==> src/rtl/int_pkg.sv <==
// Shared types and register map for the Z80 mode-2 interrupt vector controller.
package int_pkg;

  typedef enum logic [1:0] {
    IDLE    = 2'd0,
    ACK     = 2'd1,
    SERVICE = 2'd2
  } state_t;

  localparam logic [1:0] A_MASK  = 2'd0;
  localparam logic [1:0] A_PEND  = 2'd1;
  localparam logic [1:0] A_EOI   = 2'd2;
  localparam logic [1:0] A_VBASE = 2'd3;

endpackage

==> src/rtl/int_edge_capture.sv <==
// Rising-edge detector and pending latches for the interrupt sources.
// A set and a clear of the same bit in one cycle resolve in favour of the set,
// so an edge arriving during a software clear is never lost.
module int_edge_capture #(
  parameter int NSRC = 8
) (
  input  logic            clk_sys,
  input  logic            reset_n,
  input  logic [NSRC-1:0] irq_src,
  input  logic [NSRC-1:0] pend_clr,
  output logic [NSRC-1:0] pending
);

  logic [NSRC-1:0] src_d;
  logic [NSRC-1:0] rise;

  assign rise = irq_src & ~src_d;

  // Delay the sources by one cycle and accumulate edges into the pending latches
  always_ff @(posedge clk_sys) begin
    if (!reset_n) begin
      src_d   <= '0;
      pending <= '0;
    end else begin
      src_d   <= irq_src;
      pending <= (pending & ~pend_clr) | rise;
    end
  end

endmodule

==> src/rtl/int_vector_ctrl.sv <==
// Z80 mode-2 interrupt controller: captures source edges, drives the external
// priority encoder, answers the acknowledge cycle with a vector byte and holds
// off further interrupts until software writes EOI.
module int_vector_ctrl
  import int_pkg::*;
#(
  parameter int          NSRC    = 8,
  parameter logic [3:0]  VEC_RST = 4'h0
) (
  input  logic            clk_sys,
  input  logic            reset_n,
  input  logic [NSRC-1:0] irq_src,
  output logic [NSRC-1:0] req_n,
  input  logic [2:0]      enc_q,
  input  logic            enc_gs,
  input  logic            m1_n,
  input  logic            iorq_n,
  output logic            int_n,
  output logic [7:0]      vec_dout,
  output logic            vec_oe,
  input  logic            io_wr,
  input  logic            io_rd,
  input  logic [1:0]      io_addr,
  input  logic [7:0]      io_din,
  output logic [7:0]      io_dout
);

  state_t          state, state_nxt;
  logic [2:0]      lvl, lvl_nxt;
  logic            spur, spur_nxt;
  logic            int_n_nxt;
  logic [NSRC-1:0] mask;
  logic [3:0]      vbase;
  logic [NSRC-1:0] pending;
  logic [NSRC-1:0] pend_clr;
  logic [NSRC-1:0] ack_clr;
  logic            ack;
  logic            eoi_wr;
  logic            unused_rd;

  // Reads have no side effects, so the read strobe carries no information here.
  assign unused_rd = io_rd;

  assign ack      = ~m1_n & ~iorq_n;
  assign eoi_wr   = io_wr && (io_addr == A_EOI);
  assign pend_clr = ((io_wr && (io_addr == A_PEND)) ? io_din[NSRC-1:0] : '0) | ack_clr;
  assign req_n    = ~(pending & mask);

  int_edge_capture #(.NSRC(NSRC)) u_capture (
    .clk_sys  (clk_sys),
    .reset_n  (reset_n),
    .irq_src  (irq_src),
    .pend_clr (pend_clr),
    .pending  (pending)
  );

  // Software-visible MASK and VBASE registers
  always_ff @(posedge clk_sys) begin
    if (!reset_n) begin
      mask  <= '0;
      vbase <= VEC_RST;
    end else if (io_wr) begin
      if (io_addr == A_MASK)  mask  <= io_din[NSRC-1:0];
      if (io_addr == A_VBASE) vbase <= io_din[7:4];
    end
  end

  // State register together with the latched level, spurious flag and INT line
  always_ff @(posedge clk_sys) begin
    if (!reset_n) begin
      state <= IDLE;
      lvl   <= 3'd0;
      spur  <= 1'b0;
      int_n <= 1'b1;
    end else begin
      state <= state_nxt;
      lvl   <= lvl_nxt;
      spur  <= spur_nxt;
      int_n <= int_n_nxt;
    end
  end

  // Acknowledge sequencing: vector output, in-service hold-off and ack-time clear
  always_comb begin
    state_nxt = state;
    lvl_nxt   = lvl;
    spur_nxt  = spur;
    int_n_nxt = int_n;
    ack_clr   = '0;
    vec_oe    = 1'b0;
    vec_dout  = 8'h00;
    case (state)
      IDLE: begin
        int_n_nxt = enc_gs;
        if (ack) begin
          state_nxt = ACK;
          spur_nxt  = enc_gs;
          lvl_nxt   = enc_gs ? 3'd0 : ~enc_q;
        end
      end
      ACK: begin
        int_n_nxt = 1'b1;
        vec_oe    = 1'b1;
        vec_dout  = {vbase, lvl, 1'b0};
        if (iorq_n) begin
          if (!spur) begin
            ack_clr[lvl] = 1'b1;
            state_nxt    = SERVICE;
          end else begin
            state_nxt = IDLE;
          end
        end
      end
      SERVICE: begin
        int_n_nxt = 1'b1;
        if (eoi_wr) state_nxt = IDLE;
      end
      default: state_nxt = IDLE;
    endcase
  end

  // Register read-back mux
  always_comb begin
    io_dout = 8'h00;
    case (io_addr)
      A_MASK:  io_dout = 8'(mask);
      A_PEND:  io_dout = 8'(pending);
      A_EOI:   io_dout = 8'h00;
      A_VBASE: io_dout = {vbase, 4'h0};
      default: io_dout = 8'h00;
    endcase
  end

endmodule

==> config.mk <==
export PLATFORM = sky130hd
export DESIGN_NAME = int_vector_ctrl
export DESIGN_NICKNAME = d
export VERILOG_FILES = /design/src/rtl/int_pkg.sv /design/src/rtl/int_edge_capture.sv /design/src/rtl/int_vector_ctrl.sv
export SDC_FILE = /design/constraint.sdc
export NUM_CORES = 1
export LEC_CHECK = 0
export ABC_AREA = 1
export CORE_ASPECT_RATIO = 0.8
export CORE_MARGIN = 8
export CORE_UTILIZATION = 30
export DETAILED_ROUTE_END_ITERATION = 8
export SYNTH_ARGS = -nofsm -noshare
export SYNTH_HDL_FRONTEND = slang
export SYNTH_HIERARCHICAL = 1
export SYNTH_SLANG_ARGS = --single-unit
==> constraint.sdc <==
create_clock -name clk_sys -period 1.7 [get_ports clk_sys]
set_clock_uncertainty 0.2 [all_clocks]
set_input_delay 0.34 -clock clk_sys [delete_from_list [all_inputs] [get_ports clk_sys]]
set_output_delay 0.34 -clock clk_sys [all_outputs]
set_load 0.03 [all_outputs]
==> results of run 1 <==
==> state kept, by name, summed over array words and instances, names as in the netlist <==
name               count
spur                   1
int_n                  1
state                  2
mask                   8
u_capture/src_d        8
lvl                    3
vbase                  4
u_capture/pending      8
==> worst paths after layout <==
check	endpoint	slack (ns)	cells after the start
max reg2reg	u_capture/pending[5]	0.13	9
max	vec_dout[1]	0.004	5
min	u_capture/pending[5]	0.27	3
min reg2reg	u_capture/pending[5]	0.27	3
==> worst max-delay path, stage by stage (launching register included) <==
cell     delay [ns]
dfxtp_2        0.33
inv_2          0.08
ha_4           0.20
nand2_1        0.07
inv_1          0.07
buf_6          0.13
==> layout make-up <==
cell class | count | area (um^2) | area share, %
clock inverter | 1 | 5.00 | 0.197
sequential | 35 | 706 | 27.8
timing repair buffer | 68 | 654 | 25.8
inverter | 45 | 174 | 6.85
clock buffer | 7 | 76.3 | 3.01
multi-input combinational | 161 | 826 | 32.5
tap | 78 | 97.6 | 3.84
==> kinds of logic (layout without fill, tap and decap cells) <==
| kind of cell | count (synthesis) | count (layout) | synth area share [%] |
|---|---|---|---|
| other | 1 | 1 | 0.216 |
| buffers and inverters | 52 | 121 | 13.7 |
| and+or+nand+nor | 118 | 118 | 30.1 |
| DFF | 35 | 35 | 40.3 |
| adders and majority gates | 4 | 4 | 2.88 |
| AOI/OAI and AO/OA | 38 | 38 | 12.8 |
==> power groups by stage <==
| stage | Clock, W | Sequential, W | Combinational (W) |
|---|---|---|---|
| after global routing | 0.000625 | 0.000991 | 0.000835 |
| final | 0.000568 | 0.000980 | 0.000741 |
| after global placement | 0 | 0.000995 | 0.000703 |
| after detailed placement | 0 | 0.000997 | 0.000708 |
| after CTS | 0.000596 | 0.000979 | 0.000733 |
| after floorplan | 0 | 0.000988 | 0.000451 |
==> per-stage QoR <==
step                      power, W  instances  utilization, %
after global routing       0.00245        395            45.9
final                      0.00229        395            45.9
after global placement     0.00170        385            43.3
after detailed placement   0.00170        385            43.3
after CTS                  0.00231        395            45.5
after floorplan            0.00144        248               -
==> layer usage <==
layer / vias up / GRT usage [%] / part of all wire, % / routed length [um]
met4: 0 / 5.53 / 1.8 / 86
li1: 916 / - / - / -
met5: - / 0 / 0 / 0
met2: 32 / 18.1 / 43 / 2030
met1: 708 / 13.9 / 48 / 2270
met3: 8 / 3.67 / 7.0 / 330
==> layout by cell type, fill, tap and decap left out, types with 6 or more instances in the layout <==
cell	synthesis	final
a21oi_1	6	6
buf_4	2	21
buf_6	4	10
clkdlybuf4s50_1	0	24
dfxtp_1	35	31
dlygate4sd2_1	0	9
inv_1	43	41
nand2_1	50	49
nand3_1	33	33
nor2_1	28	27
o21ai_0	15	13
o21ai_1	6	7
==> repair_timing <==
action / 4_1_cts / 5_1_grt
buffers inserted: 3 / 0
hold buffers: 0 / 0
endpoints found under the setup margin: 32 / 22
resized for setup: 30 / 10
pin swaps: 3 / 3
==> impl_metrics.csv, run 1 <==
group,metric,value,unit
status,outcome,"complete, no violations",
power_and_ir_drop,switching_share,33.8,%
synthesis,synth_area_per_cell,7.01,um^2
power_and_ir_drop,powerDensity,902,mW/mm^2
detailed_routing,drtPass1Iterations,4,
synthesis,ys_seq_elements,35,
job,drv_cap,0,
synthesis,yosysUniqueCellTypes,23,
detailed_routing,wl_per_cell,11.9,um
detailed_routing,drt_iter0_markers,50,
power_and_ir_drop,power_switching,0.000774,W
timing,rsz0062_at_grt,"yes",
detailed_routing,drc,0,
global_route,grt_pass1_wl,7790,um
die,die_area,0.00850,mm^2
clocking,tritoncts_num_sinks,35,
critical_path,end_kind,"primary output",
final_layout,diodes,0,
min_path,min_path_type,"register to register",
power_and_ir_drop,p_seq_share,42.8,%
synthesis,synth_edf_count,0,
synthesis,syn_inst,248,
timing,hold_viol_final,0,
critical_path,cp-start-kind,"register",
critical_path,crit_required,1.16,ns
clocking,cts_buffers,5,
detailed_routing,wl,4720,um
synthesis,ys.flop_type,"dfxtp_1",
synthesis,yosysSeqAreaShare,40.3,%
clocking,cts.clk_slew.worst_paths,0.07,ns
timing,setup_violations,0,
synthesis,ys_warn_count,6,
critical_path,crit_start,"state[1]",
synthesis,synth_most_common_cell,"nand2_1",
timing,min_period,1.70,ns
die,num_rows,24,
global_route,grt_max_degree,30,
global_route,grt-ovfl-total,0,
timing,finalSetupTns,0,ns
placed_design,hpwl,3800,um
die,dieHeight,84.1,um
power_and_ir_drop,ir_drop,0.670,mV
detailed_routing,num_vias,1664,
clocking,cts_buffer_depth,2,
synthesis,synth_top_area_share,40.3,%
placed_design,dpl_cell_area,0.00239,mm^2
power_and_ir_drop,p_leak,1.15,nW
critical_path,cp_max_fo,9,
global_route,grt_usage,11.6,%
synthesis,async_flop_share,0,%
clocking,clockRootBuffer,"clkbuf_8",
placed_design,place.gp.congestion,0.821,
critical_path,criticalPathCategory,"register to primary output",
die,coreArea,0.00553,mm^2
critical_path,regToRegStartpoint,"state[1]",
critical_path,crit_arrival,1.16,ns
synthesis,synth_nets,280,
timing,period_share,99.7,%
clocking,cts_tree,"built",
final_layout,drive_gt1_share,18.3,%
clocking,clock_latency,0.29,ns
timing,setup_slack,0.00439,ns
power_and_ir_drop,combPwrFrac,32.4,%
final_layout,area_growth,46.0,%
die,dieWidth,101,um
timing,whs,0.267,ns
placed_design,portBuffers,51,
min_path,holdCritStartpoint,"u_capture/src_d[5]",
final_layout,fin_nets,348,
final_layout,design_area,0.00254,mm^2
clocking,cts.htree.levels,2,
placed_design,place_ws,-0.451,ns
die,io_pins,54,
timing,report.final.slew_viol_count,0,
timing,max_clock_freq,590,MHz
detailed_routing,ant_nets,0,
synthesis,synth.area.top_cells,"dfxtp_1 40%, nand2_1 11%, nand3_1 9.5%",
synthesis,synth_commonest_cells,"50 x nand2_1, 43 x inv_1, 35 x dfxtp_1",
final_layout,fillers,594,
die,start_util,31.5,%
synthesis,netlist_area,0.00174,mm^2
power_and_ir_drop,p_clk_share,24.8,%
power_and_ir_drop,p_int,0.00152,W
synthesis,synth_top_cell_by_area,"dfxtp_1",
global_route,first_global_vias,1675,
global_route,antenna_found_initial,0,
detailed_routing,vias_per_cell,4.21,
Note: power is estimated with default switching activity, not from simulation.
==> run 2, diff against run 1 <==
--- a/config.mk
+++ b/config.mk
@@ -6,7 +6,7 @@
 export NUM_CORES = 1
 export LEC_CHECK = 0
 export ABC_AREA = 1
-export CORE_ASPECT_RATIO = 0.8
+export CORE_ASPECT_RATIO = 1.2
 export CORE_MARGIN = 8
 export CORE_UTILIZATION = 30
 export DETAILED_ROUTE_END_ITERATION = 8
==> impl_metrics.csv, run 2 (synthesis results as in run 1) <==
group,metric,value,unit
status,outcome,"finished, violations left",
detailed_routing,wl_per_cell,12.5,um
critical_path,cp_slowest_stage_delay,0.34,ns
timing,report.final.slew_viol_count,0,
critical_path,cp_num_buf_inv,4,
timing,max_clock_freq,580,MHz
clocking,cts_tree,"built",
detailed_routing,vias_per_cell,4.48,
critical_path,cp_max_fo,5,
global_route,grt_max_degree,37,
placed_design,place.gp.congestion,0.822,
detailed_routing,ant_nets,0,
final_layout,final_cells,388,
die,dieHeight,99.4,um
clocking,cts_buffers,5,
placed_design,portBuffers,51,
critical_path,critical_path_cell_count,6,
die,num_rows,30,
critical_path,reg2regPathDepth,10,
critical_path,cp_slowest_cell,"dfxtp_2",
power_and_ir_drop,ir_drop,0.416,mV
global_route,first_global_vias,1793,
critical_path,crit_top_cell,"inv_2",
global_route,grt_usage,12.4,%
critical_path,criticalPathCategory,"register to primary output",
job,drv_cap,0,
clocking,cts_buffer_depth,2,
global_route,antenna_found_initial,0,
timing,min_period,1.72,ns
final_layout,diodes,0,
critical_path,crit_family,"flip-flops",
die,die_area,0.00850,mm^2
detailed_routing,drc,0,
final_layout,reg_top3,"mask (8), u_capture/pending (8), u_capture/src_d (8)",
min_path,worstHoldPathCells,3,
timing,setup_violations,7,
final_layout,drive_gt1_share,25.0,%
clocking,cts_hold_buf,0,
placed_design,hpwl,3840,um
critical_path,cp-start-kind,"register",
power_and_ir_drop,p_leak,1.20,nW
status,violations,"negative setup slack",
die,dieWidth,85.5,um
final_layout,final_util,46.5,%
global_route,grt_pass1_wl,8360,um
placed_design,dpl.cell_count,374,
placed_design,place_ws,-0.501,ns
final_layout,design_area,0.00262,mm^2
final_layout,fin_nets,355,
clocking,tritoncts_num_sinks,35,
final_layout,mostFrequentLayoutCells,"40 x nand2_1, 35 x inv_1, 33 x nand3_1",
clocking,cts.htree.levels,2,
timing,hold_viol_final,0,
timing,setup_slack,-0.0233,ns
clocking,clockRootBuffer,"clkbuf_8",
placed_design,dpl_cell_area,0.00238,mm^2
detailed_routing,drt_iter0_markers,59,
critical_path,crit_arrival,1.18,ns
power_and_ir_drop,powerDensity,927,mW/mm^2
final_layout,final_common_cell,"nand2_1",
timing,rsz0062_at_grt,"yes",
global_route,grt-ovfl-total,0,
die,coreArea,0.00563,mm^2
detailed_routing,wl,4860,um
die,io_pins,54,
critical_path,crit_required,1.16,ns
die,start_util,30.9,%
detailed_routing,drtPass1Iterations,4,
critical_path,worstPathCellList,"inv_2, ha_4, buf_12, nand2_2, inv_2, buf_6",
timing,period_share,101,%
critical_path,end_kind,"primary output",
final_layout,area_growth,50.6,%
detailed_routing,num_vias,1738,
clocking,cts.clk_slew.worst_paths,0.07,ns
clocking,clock_latency,0.28,ns
min_path,min_path_type,"register to register",
## run 2: cell count changes in the layout (fill, tap and decap cells not counted), sizes merged
cell,delta
buf,+6
clkinv,+2
clkbuf,-1
## run 2: repair_timing
item / in CTS / in global routing
pin swaps: 5 / 8
buffers inserted: 8 / 0
setup endpoints to repair: 30 / 24
resized for setup: 41 / 24
## run 2: routing by layer
layer | global-route usage, % | vias up | part of all wire (%)
met3 | 3.71 | 6 | 4.8
li1 | - | 934 | -
met2 | 21.5 | 31 | 51
met4 | 5.95 | 0 | 1.9
met5 | 0 | - | 0
met1 | 13.3 | 767 | 42
## run 2: final timing paths
check	startpoint	end	slack (ns)
hold / removal	u_capture/src_d[2]	u_capture/pending[2]	0.27
hold reg to reg	u_capture/src_d[2]	u_capture/pending[2]	0.27
setup / recovery	state[1]	vec_dout[1]	-0.02
setup reg to reg	state[1]	u_capture/pending[7]	0.12
## run 2: cell type report
cell class	instances	area (um^2)
Multi-Input combinational cell	161	858
Inverter	45	174
Timing Repair Buffer	75	719
Fill cell	591	3010
Sequential cell	35	704
Tap cell	64	80.1
Clock inverter	3	15.0
Clock buffer	5	68.8
## run 2: power by group
part / switching (W) / total [W] / internal, W / leakage, nW
logic: 0.000472 / 0.000875 / 0.000403 / 0.857
registers: 0.0000700 / 0.000980 / 0.000910 / 0.290
clock network: 0.000292 / 0.000572 / 0.000280 / 0.0477
total: 0.000835 / 0.00243 / 0.00159 / 1.20
## run 2: metrics by stage
step / power (W) / TNS [ns] / hold WS [ns]
after floorplan: 0.00144 / 0 / 0.233
after global placement: 0.00170 / -7.48 / 0.250
after detailed placement: 0.00171 / -7.71 / 0.252
after CTS: 0.00241 / -0.260 / 0.270
after global routing: 0.00259 / -0.601 / 0.286
final: 0.00243 / -0.141 / 0.265
## run 2: worst register-to-register path, stage by stage (launching register included)
cell     delay [ns]
dfxtp_2        0.33
inv_2          0.08
ha_4           0.15
buf_6          0.13
inv_1          0.07
nor2_4         0.11
nand2_4        0.09
o21ai_1        0.13
inv_1          0.05
nand3_1        0.07
nand2_1        0.06
